[src/rtl/scope_arb_pkg.sv]
// Shared types and helpers for the scope array arbiter.
package scope_arb_pkg;

  typedef enum logic {
    ST_IDLE,
    ST_OWNED
  } state_t;

  // Width of an index into n items, never narrower than one bit.
  function automatic int clog2_min1(input int n);
    return (n > 1) ? $clog2(n) : 1;
  endfunction

  // First set bit in reqvec searching from last+1 modulo n; returns last if none.
  function automatic int next_rr(input int last, input logic [31:0] reqvec, input int n);
    int idx;
    next_rr = last;
    for (int k = 32; k >= 1; k--) begin
      if (k <= n) begin
        idx = (last + k) % n;
        if (reqvec[idx]) next_rr = idx;
      end
    end
  endfunction

endpackage

[src/rtl/scope_array_store.sv]
// DEPTH x WIDTH register array; each entry lives in generate scope entry[k].
module scope_array_store
  import scope_arb_pkg::*;
#(
  parameter int DEPTH = 3,
  parameter int WIDTH = 8,
  parameter int AW    = 2
) (
  input  logic             clk,
  input  logic             rst,
  input  logic             wr_en,
  input  logic [AW-1:0]    wr_addr,
  input  logic [WIDTH-1:0] wr_data,
  input  logic             rd_en,
  input  logic [AW-1:0]    rd_addr,
  output logic [WIDTH-1:0] rd_data
);

  logic [WIDTH-1:0] mem [DEPTH];
  logic [WIDTH-1:0] rd_mux;

  for (genvar k = 0; k < DEPTH; k++) begin : entry
    logic [WIDTH-1:0] q;
    // Entry register, cleared on reset, written when addressed.
    always_ff @(posedge clk or posedge rst) begin
      if (rst) q <= '0;
      else if (wr_en && (wr_addr == AW'(k))) q <= wr_data;
    end
    assign mem[k] = q;
  end

  // Read select; addresses past DEPTH read as zero.
  always_comb begin
    rd_mux = '0;
    for (int k = 0; k < DEPTH; k++) begin
      if (rd_addr == AW'(k)) rd_mux = mem[k];
    end
  end

  // Registered read port; holds its last value between reads.
  always_ff @(posedge clk or posedge rst) begin
    if (rst) rd_data <= '0;
    else if (rd_en) rd_data <= rd_mux;
  end

endmodule

[src/rtl/scope_array_arbiter.sv]
// Round-robin arbiter with hold limit in front of the shared scope array.
module scope_array_arbiter
  import scope_arb_pkg::*;
#(
  parameter int NREQ     = 2,
  parameter int DEPTH    = 3,
  parameter int WIDTH    = 8,
  parameter int AW       = 2,
  parameter int MAX_HOLD = 4,
  localparam int OW      = clog2_min1(NREQ),
  localparam int HW      = clog2_min1(MAX_HOLD)
) (
  input  logic                  clk,
  input  logic                  rst,
  input  logic [NREQ-1:0]       req,
  input  logic [NREQ-1:0]       we,
  input  logic [NREQ*AW-1:0]    addr,
  input  logic [NREQ*WIDTH-1:0] wdata,
  output logic [NREQ-1:0]       gnt,
  output logic [WIDTH-1:0]      rdata,
  output logic                  rvalid,
  output logic                  err,
  output logic [OW-1:0]         owner
);

  state_t            state, state_n;
  logic [OW-1:0]     owner_n, last_q, last_n;
  logic [HW-1:0]     hold_q, hold_n;
  logic [NREQ-1:0]   gnt_n, own_oh, others;
  logic              acc, cur_we, in_range;
  logic [AW-1:0]     cur_addr;
  logic [WIDTH-1:0]  cur_wdata;

  // Access mux: the current owner's request fields.
  always_comb begin
    own_oh         = '0;
    own_oh[owner]  = 1'b1;
    others         = req & ~own_oh;
    cur_addr       = addr[int'(owner)*AW +: AW];
    cur_wdata      = wdata[int'(owner)*WIDTH +: WIDTH];
    cur_we         = we[owner];
    acc            = (state == ST_OWNED) && req[owner];
    in_range       = int'(cur_addr) < DEPTH;
  end

  // Next-state, hold counter and grant decode.
  always_comb begin
    state_n = state;
    owner_n = owner;
    last_n  = last_q;
    hold_n  = hold_q;
    case (state)
      ST_IDLE: begin
        if (|req) begin
          state_n = ST_OWNED;
          owner_n = OW'(next_rr(int'(last_q), 32'(req), NREQ));
          hold_n  = '0;
        end
      end
      ST_OWNED: begin
        if (req[owner]) begin
          if ((hold_q == HW'(MAX_HOLD - 1)) && (|others)) begin
            owner_n = OW'(next_rr(int'(owner), 32'(others), NREQ));
            last_n  = owner;
            hold_n  = '0;
          end else if (hold_q != HW'(MAX_HOLD - 1)) begin
            hold_n = hold_q + 1'b1;
          end
        end else begin
          last_n = owner;
          hold_n = '0;
          if (|others) owner_n = OW'(next_rr(int'(owner), 32'(others), NREQ));
          else state_n = ST_IDLE;
        end
      end
      default: state_n = ST_IDLE;
    endcase
    gnt_n = '0;
    if (state_n == ST_OWNED) gnt_n[owner_n] = 1'b1;
  end

  // State, grant and response registers.
  always_ff @(posedge clk or posedge rst) begin
    if (rst) begin
      state  <= ST_IDLE;
      owner  <= '0;
      last_q <= OW'(NREQ - 1);
      hold_q <= '0;
      gnt    <= '0;
      rvalid <= 1'b0;
      err    <= 1'b0;
    end else begin
      state  <= state_n;
      owner  <= owner_n;
      last_q <= last_n;
      hold_q <= hold_n;
      gnt    <= gnt_n;
      rvalid <= acc & ~cur_we;
      err    <= acc & ~in_range;
    end
  end

  scope_array_store #(
    .DEPTH(DEPTH),
    .WIDTH(WIDTH),
    .AW   (AW)
  ) u_store (
    .clk    (clk),
    .rst    (rst),
    .wr_en  (acc & cur_we & in_range),
    .wr_addr(cur_addr),
    .wr_data(cur_wdata),
    .rd_en  (acc & ~cur_we),
    .rd_addr(cur_addr),
    .rd_data(rdata)
  );

endmodule

[config.mk]
export PLATFORM = sky130hd
export DESIGN_NAME = scope_array_arbiter
export DESIGN_NICKNAME = d
export VERILOG_FILES = /design/src/rtl/scope_arb_pkg.sv /design/src/rtl/scope_array_store.sv /design/src/rtl/scope_array_arbiter.sv
export SDC_FILE = /design/constraint.sdc
export NUM_CORES = 1
export LEC_CHECK = 0
export ABC_AREA = 1
export CAP_MARGIN = 20
export CORE_ASPECT_RATIO = 0.8
export CORE_MARGIN = 2
export CORE_UTILIZATION = 52
export DETAILED_ROUTE_END_ITERATION = 12
export GPL_TIMING_DRIVEN = 0
export MAX_ROUTING_LAYER = met4
export PLACE_DENSITY = 0.81
export REMOVE_ABC_BUFFERS = 1
export SETUP_SLACK_MARGIN = 0.3
export SYNTH_ARGS = -nofsm -noshare
export SYNTH_HDL_FRONTEND = slang
export SYNTH_HIERARCHICAL = 1
export SYNTH_SLANG_ARGS = --single-unit
[constraint.sdc]
create_clock -name clk -period 1.9 [get_ports clk]
set_input_delay 0.285 -clock clk [delete_from_list [all_inputs] [get_ports clk]]
set_output_delay 0.285 -clock clk [all_outputs]
set_load 0.05 [all_outputs]
==> summary.md, run 1 <==
| Metric | Value |
|---|---|
| VDD IR-drop max | `0.7329 mV` |
| Post-synthesis sequential area ratio | `48.72%` |
| WL met1 | `2495 um` |
| Final Non-Filler Cells | `386` |
| Status | `finished, final reports clean` |
| Crit Path Class | `reg2reg` |
| RR Startpoint | `owner$_DFF_PP0_` |
| #FFs+latches synth | `41` |
| DR WL met2 | `2987 um` |
| CP endpoint kind | `register` |
| Final-report hold violation count | `0` |
| WL/cell | `16.25 um` |
| Most frequent cells in the layout | `nand2_1 (77), dfrtp_1 (39), nor2_1 (31), nand2_2 (27), clkdlybuf4s50_1 (24)` |
| Mux cell area share after synthesis | `0%` |
| Post-synthesis compound-gate area fraction | `7.596%` |
| CTS Buf Count | `5` |
| Placer Congestion | `0.8230` |
| Drt first pass iters | `5` |
| Initial core utilization | `54.71%` |
| Adder-cell share of the synthesized area | `0.5935%` |
| Hold_buf cts | `0` |
| Antenna Cells | `0` |
| Max-cap viol count | `0` |
| Post-route clock skew | `0.003494 ns` |
| Reg clk slew, reported paths | `0.08 ns` |
| Synth Warn # | `6` |
| Worst Path Arrival | `1.92 ns` |
| Number of global-route vias before repair | `2,095` |
| CTS sink count | `41` |
| Leading cell type in the layout, fill and taps excluded | `nand2_1` |
| Clk root buf | `clkbuf_8` |
| Drt drc | `0` |
| Mapped Cells | `270` |
| Die Ht | `60.95 um` |
| Row cnt | `20` |
| H-tree Lvls | `2` |
| F_max | `0.5759 GHz` |
| Final setup fails | `0` |
| Post-Synth XOR/XNOR Area | `0%` |
| Worst r2r dst | `u_store/entry[2].q[0]$_DFFE_PP0P_` |
| Simple-Gate Fraction of Synth Area | `34.07%` |
| Tmin final | `1.737 ns` |
| GRT Residual Overflow | `0` |
| Total track usage | `30.16%` |
| Initial antenna violation count | `0` |
| Largest family of logic cells by synthesized area | `simple AND/OR/NAND/NOR gates` |
| Detailed Place HPWL | `3089 um` |
| RSZ-0062 raised after global routing | `yes` |
| Fin crit share | `91.40%` |
| Slew Viols, Final | `0` |
| TritonCTS clock tree | `yes` |
| Distinct cells, synth | `22` |
| Top sig layer | `met4` |
| Setup TNS | `0 ns` |
| Post-route ant nets | `0` |
| Via count | `2,112` |
| Power Dens Cells | `1330 nW/um^2` |
| Syn Area/Cell | `7.808 um^2` |
| Die area | `4583 um^2` |
| Die width | `75.19 um` |
| R2R setup slack | `0.16 ns` |
| Worst-Skew Late Latency | `0.30 ns` |
| Final net count | `357` |
| Slew @ Worst Pin | `0.7849 ns` |
| Layout cells sized above 1 | `27.49%` |
| Synth Cell Area | `2108 um^2` |
| Fin util | `77.31%` |
| Worst Path Required | `2.09 ns` |
| Post-Route WL | `6274 um` |
| Core area | `3854 um^2` |
| IO Port Bufs | `38` |
| Syn-to-layout area delta | `41.31%` |
| Iter 0 DRT Violations | `269` |
| Vias per cell | `5.472` |
| Worst setup SP type | `register` |
| Largest net degree at the start of global routing | `20` |
| Placed instance count | `354` |
| Maximum fanout along the worst path | `8` |
| First-pass GRT wire length | `9708 um` |
| P_leak | `1.472 nW` |
| Max-slew headroom | `47.61%` |
| Clock buffer depth | `2` |
| Io pins | `39` |
| Min-delay worst type | `in2async` |
| FF-to-FF path depth | `8` |
| WL met3 | `518 um` |
[through the flow]
step           total power [mW]  setup WS (ns)  hold WS (ns)  instance area [um^2]
6_report                  3.961         0.1634        0.2915                  2979
2_1_floorplan             2.454        -0.4756        0.1122                  2013
3_3_place_gp              2.860        -0.7247        0.4544                  2462
5_1_grt                   4.169         0.1263        0.3259                  2979
3_5_place_dp              2.910        -0.7938        0.4591                  2477
4_1_cts                   3.794         0.2136        0.2966                  2887
[layer usage]
| layer | global-route usage [%] | vias to the layer above |
|---|---|---|
| li1 | - | 979 |
| met4 | 19.30 | 0 |
| met2 | 47.37 | 113 |
| met3 | 5.814 | 27 |
| met1 | 35.74 | 993 |
| met5 | - | - |
[report_power, final]
group	total [mW]	switching [mW]	internal (mW)
sequential	1.51	0.266	1.25
clock	0.708	0.315	0.393
combinational	1.74	1.11	0.630
[synth_stat cells]
| master | instances | area share, % |
|---|---|---|
| buf_6 | 6 | 3.2 |
| buf_4 | 3 | 1.1 |
| dfrtp_1 | 40 | 47 |
| ha_1 | 1 | 0.59 |
| nor2_4 | 1 | 0.53 |
| inv_6 | 1 | 0.42 |
| nand2_1 | 104 | 19 |
| nand4_1 | 1 | 0.30 |
| and3_1 | 1 | 0.30 |
| o21ai_1 | 16 | 3.8 |
| o21ai_2 | 8 | 3.3 |
| inv_1 | 20 | 3.6 |
| nand2_4 | 1 | 0.53 |
| nand3_2 | 3 | 1.4 |
| nand3_1 | 20 | 4.7 |
| nor2_8 | 1 | 0.95 |
| a21oi_1 | 2 | 0.47 |
| inv_2 | 3 | 0.53 |
| nor2_1 | 33 | 5.9 |
| nand2_2 | 3 | 0.89 |
| clkbuf_2 | 1 | 0.24 |
| dfstp_2 | 1 | 1.2 |
[worst max-delay path by stage]
stage               cells after the start                                end  slack [ns]       startpoint
finish                                  8  u_store/entry[2].q[0]$_DFFE_PP0P_        0.16  owner$_DFF_PP0_
global placement                        8  u_store/entry[1].q[5]$_DFFE_PP0P_       -0.72  owner$_DFF_PP0_
CTS                                     8  u_store/entry[2].q[4]$_DFFE_PP0P_        0.21  owner$_DFF_PP0_
floorplan                               8  u_store/entry[1].q[4]$_DFFE_PP0P_       -0.48  owner$_DFF_PP0_
detailed placement                      8  u_store/entry[1].q[4]$_DFFE_PP0P_       -0.79  owner$_DFF_PP0_
global route                            8  u_store/entry[2].q[0]$_DFFE_PP0P_        0.13  owner$_DFF_PP0_
[layout make-up]
type                    count  area (um^2)
well taps                  55        68.82
clock inverters             3        46.29
fillers                   286        874.6
repair buffers             60        585.6
clock buffers               5        68.82
flip-flops and latches     41         1031
inverters                  24        107.6
multi-input cells         198         1071
[flip-flops by register name, summed over array words and instances (netlist names)]
signal / cells
rvalid: 1
hold_q: 2
state: 1
last_q: 1
u_store/rd_data: 8
owner: 1
err: 1
gnt: 2
u_store/entry.q: 24
[worst max-delay path, stage by stage (launching register included)]
cell,delay [ns]
dfrtp_4,0.57
buf_6,0.16
nand2_4,0.05
nand2_4,0.06
nand2_2,0.07
and3_4,0.30
nand3_4,0.20
nand2_2,0.13
o21ai_2,0.06
[what timing repair did]
action	in CTS	in global routing
pin swaps	9	15
resized for setup	53	20
setup endpoints to repair	48	32
gates cloned	3	0
hold endpoints to repair	0	0
buffers inserted	16	5
[logic make-up (layout without fill, tap and decap cells)]
kind of cell    Yosys count  after routing
compound gates           26             26
fa+ha+maj                 1              1
buf+inv                  34             92
simple gates            168            171
flops                    41             41
Power figures use the tool's default switching activity.
==> run 2, diff against run 1 <==
--- a/config.mk
+++ b/config.mk
@@ -9,11 +9,12 @@
 export CAP_MARGIN = 20
 export CORE_ASPECT_RATIO = 0.8
 export CORE_MARGIN = 2
-export CORE_UTILIZATION = 52
+export CORE_UTILIZATION = 56
 export DETAILED_ROUTE_END_ITERATION = 12
+export GPL_ROUTABILITY_DRIVEN = 0
 export GPL_TIMING_DRIVEN = 0
 export MAX_ROUTING_LAYER = met4
-export PLACE_DENSITY = 0.81
+export PLACE_DENSITY = 0.87
 export REMOVE_ABC_BUFFERS = 1
 export SETUP_SLACK_MARGIN = 0.3
 export SYNTH_ARGS = -nofsm -noshare
==> constraint.sdc (replaced) <==
create_clock -name clk -period 2.2 [get_ports clk]
set_input_delay 0.33 -clock clk [delete_from_list [all_inputs] [get_ports clk]]
set_output_delay 0.33 -clock clk [all_outputs]
set_load 0.05 [all_outputs]
==> summary.md, run 2 (synthesis results as in run 1) <==
| Metric | Value |
|---|---|
| Status | `finished, final reports clean` |
| Comb power frac | `41.5%` |
| Hold WS | `0.3275 ns` |
| Final Non-Filler Cells | `356` |
| Die width | `72.60 um` |
| Fin crit share | `83.97%` |
| CTS sink count | `41` |
| Worst Path Required | `2.38 ns` |
| Worst setup SP type | `register` |
| Sequential power share | `39.1%` |
| H-tree Lvls | `2` |
| Row cnt | `19` |
| P_leak | `1.353 nW` |
| Layout cells sized above 1 | `13.38%` |
| Clock buffer depth | `2` |
| CP endpoint kind | `register` |
| Total power | `3.198 mW` |
| Syn-to-layout area delta | `28.31%` |
| Biggest regs | `u_store/entry.q (24), u_store/rd_data (8)` |
| Hold_buf cts | `0` |
| VDD IR-drop max | `0.7308 mV` |
| Net Sw Frac | `39.67%` |
| Drt first pass iters | `4` |
| Final setup fails | `0` |
| Slew @ Worst Pin | `0.5314 ns` |
| Via count | `1,880` |
| Final-report hold violation count | `0` |
| Clock network power share | `19.4%` |
| Fin util | `76.88%` |
| Detailed Place HPWL | `3046 um` |
| Power Dens Cells | `1182 nW/um^2` |
| Fin worst setup slack | `0.3526 ns` |
| Drt drc | `0` |
| Post-Route WL | `4695 um` |
| Slew Viols, Final | `0` |
| CTS Buf Count | `5` |
| Clk root buf | `clkbuf_8` |
| Die Ht | `58.88 um` |
| Post-route ant nets | `0` |
| Worst-Skew Late Latency | `0.29 ns` |
| Maximum fanout along the worst path | `16` |
| First-pass GRT wire length | `7983 um` |
| Core area | `3518 um^2` |
| Most frequent cells in the layout | `nand2_1 (102), dfrtp_1 (39), clkdlybuf4s50_1 (37), nor2_1 (32)` |
| Pre-CTS WS | `-0.4687 ns` |
| Setup TNS | `0 ns` |
| Die area | `4275 um^2` |
| Post-route clock skew | `0.003217 ns` |
| Antenna Cells | `0` |
| Tmin final | `1.847 ns` |
| Placement Cell Area | `2474 um^2` |
| Largest net degree at the start of global routing | `22` |
| Initial antenna violation count | `0` |
| Placed instance count | `341` |
| Worst Path Arrival | `2.03 ns` |
| WL/cell | `13.19 um` |
| Pint | `1.929 mW` |
| Number of global-route vias before repair | `1,725` |
| Reg clk slew, reported paths | `0.07 ns` |
| Max reg flops | `24` |
| Initial core utilization | `59.92%` |
| Max-cap viol count | `0` |
| Total track usage | `25.92%` |
| Leading cell type in the layout, fill and taps excluded | `nand2_1` |
| F_max | `0.5413 GHz` |
| GRT Residual Overflow | `0` |
| Biggest register | `u_store/entry.q` |
| IO Port Bufs | `38` |
| Final net count | `340` |
| RSZ-0062 raised after global routing | `yes` |
| Io pins | `39` |
| TritonCTS clock tree | `yes` |
| Crit Path Class | `reg2reg` |
| Final Cell Area | `2705 um^2` |
| Max-slew headroom | `64.53%` |
| Vias per cell | `5.281` |
| Min-delay worst type | `in2async` |
| Iter 0 DRT Violations | `171` |
| NetSw | `1.268 mW` |
[run 2: cell type report]
cell class                      count  area (um^2)
Clock inverter                      1        30.03
Multi-Input combinational cell    196        958.4
Clock buffer                        7        86.33
Fill cell                         263        813.3
Timing Repair Buffer               45        451.7
Sequential cell                    41         1031
Inverter                           24        95.09
Tap cell                           42        52.55
[run 2: metal layers]
metal	vias to the layer above	global-route usage, %	share of wire [%]
met3	8	6.164	7.1
met2	71	40.00	48
met1	868	33.85	43
li1	933	-	-
met5	-	-	0
met4	0	8.995	1.4
[run 2: timing repair]
item | 4_1_cts | 5_1_grt
gates cloned | 1 | 0
gates resized for setup | 13 | 2
setup endpoints to repair | 34 | 24
pin swaps | 1 | 0
setup buffers | 6 | 0
[run 2: final timing paths]
kind | startpoint | slack (ns) | depth (start not counted) | to
max | owner$_DFF_PP0_ | 0.35 | 8 | u_store/entry[0].q[0]$_DFFE_PP0P_
min | rst | 0.33 | 2 | gnt[0]$_DFF_PP0_
max reg2reg | owner$_DFF_PP0_ | 0.35 | 8 | u_store/entry[0].q[0]$_DFFE_PP0P_
min reg2reg | last_q$_DFFE_PP1P_ | 0.47 | 2 | last_q$_DFFE_PP1P_
max in group asynchronous | rst | 1.32 | 3 | u_store/rd_data[2]$_DFFE_PP0P_
min in group clk | last_q$_DFFE_PP1P_ | 0.47 | 2 | last_q$_DFFE_PP1P_
[run 2: worst max-delay path: stages, from the launching register on]
cell and delay [ns]:
dfrtp_4 0.53, buf_4 0.17, nand2_1 0.10, nand2_4 0.15, nand2_1 0.12, and3_4 0.27, nand3_4 0.21, nand2_1 0.13
o21ai_1 0.07
[run 2: power by group through the flow]
stage | Sequential (mW) | Combinational, mW | Clock, mW
floorplan | 1.55 | 0.569 | 0
global placement | 1.26 | 1.20 | 0
detailed placement | 1.27 | 1.24 | 0
CTS | 1.25 | 1.32 | 0.628
global route | 1.28 | 1.46 | 0.663
finish | 1.25 | 1.33 | 0.619
==> run 3, diff against run 2 <==
--- a/config.mk
+++ b/config.mk
@@ -9,12 +9,12 @@
 export CAP_MARGIN = 20
 export CORE_ASPECT_RATIO = 0.8
 export CORE_MARGIN = 2
-export CORE_UTILIZATION = 56
+export CORE_UTILIZATION = 52
 export DETAILED_ROUTE_END_ITERATION = 12
 export GPL_ROUTABILITY_DRIVEN = 0
 export GPL_TIMING_DRIVEN = 0
 export MAX_ROUTING_LAYER = met4
-export PLACE_DENSITY = 0.87
+export PLACE_DENSITY = 0.81
 export REMOVE_ABC_BUFFERS = 1
 export SETUP_SLACK_MARGIN = 0.3
 export SYNTH_ARGS = -nofsm -noshare
==> constraint.sdc (replaced) <==
create_clock -name clk -period 1.9 [get_ports clk]
set_input_delay 0.285 -clock clk [delete_from_list [all_inputs] [get_ports clk]]
set_output_delay 0.285 -clock clk [all_outputs]
set_load 0.05 [all_outputs]
==> results of run 3 <==
Same layout as run 1: the final DEF is identical, and so are final timing and power.
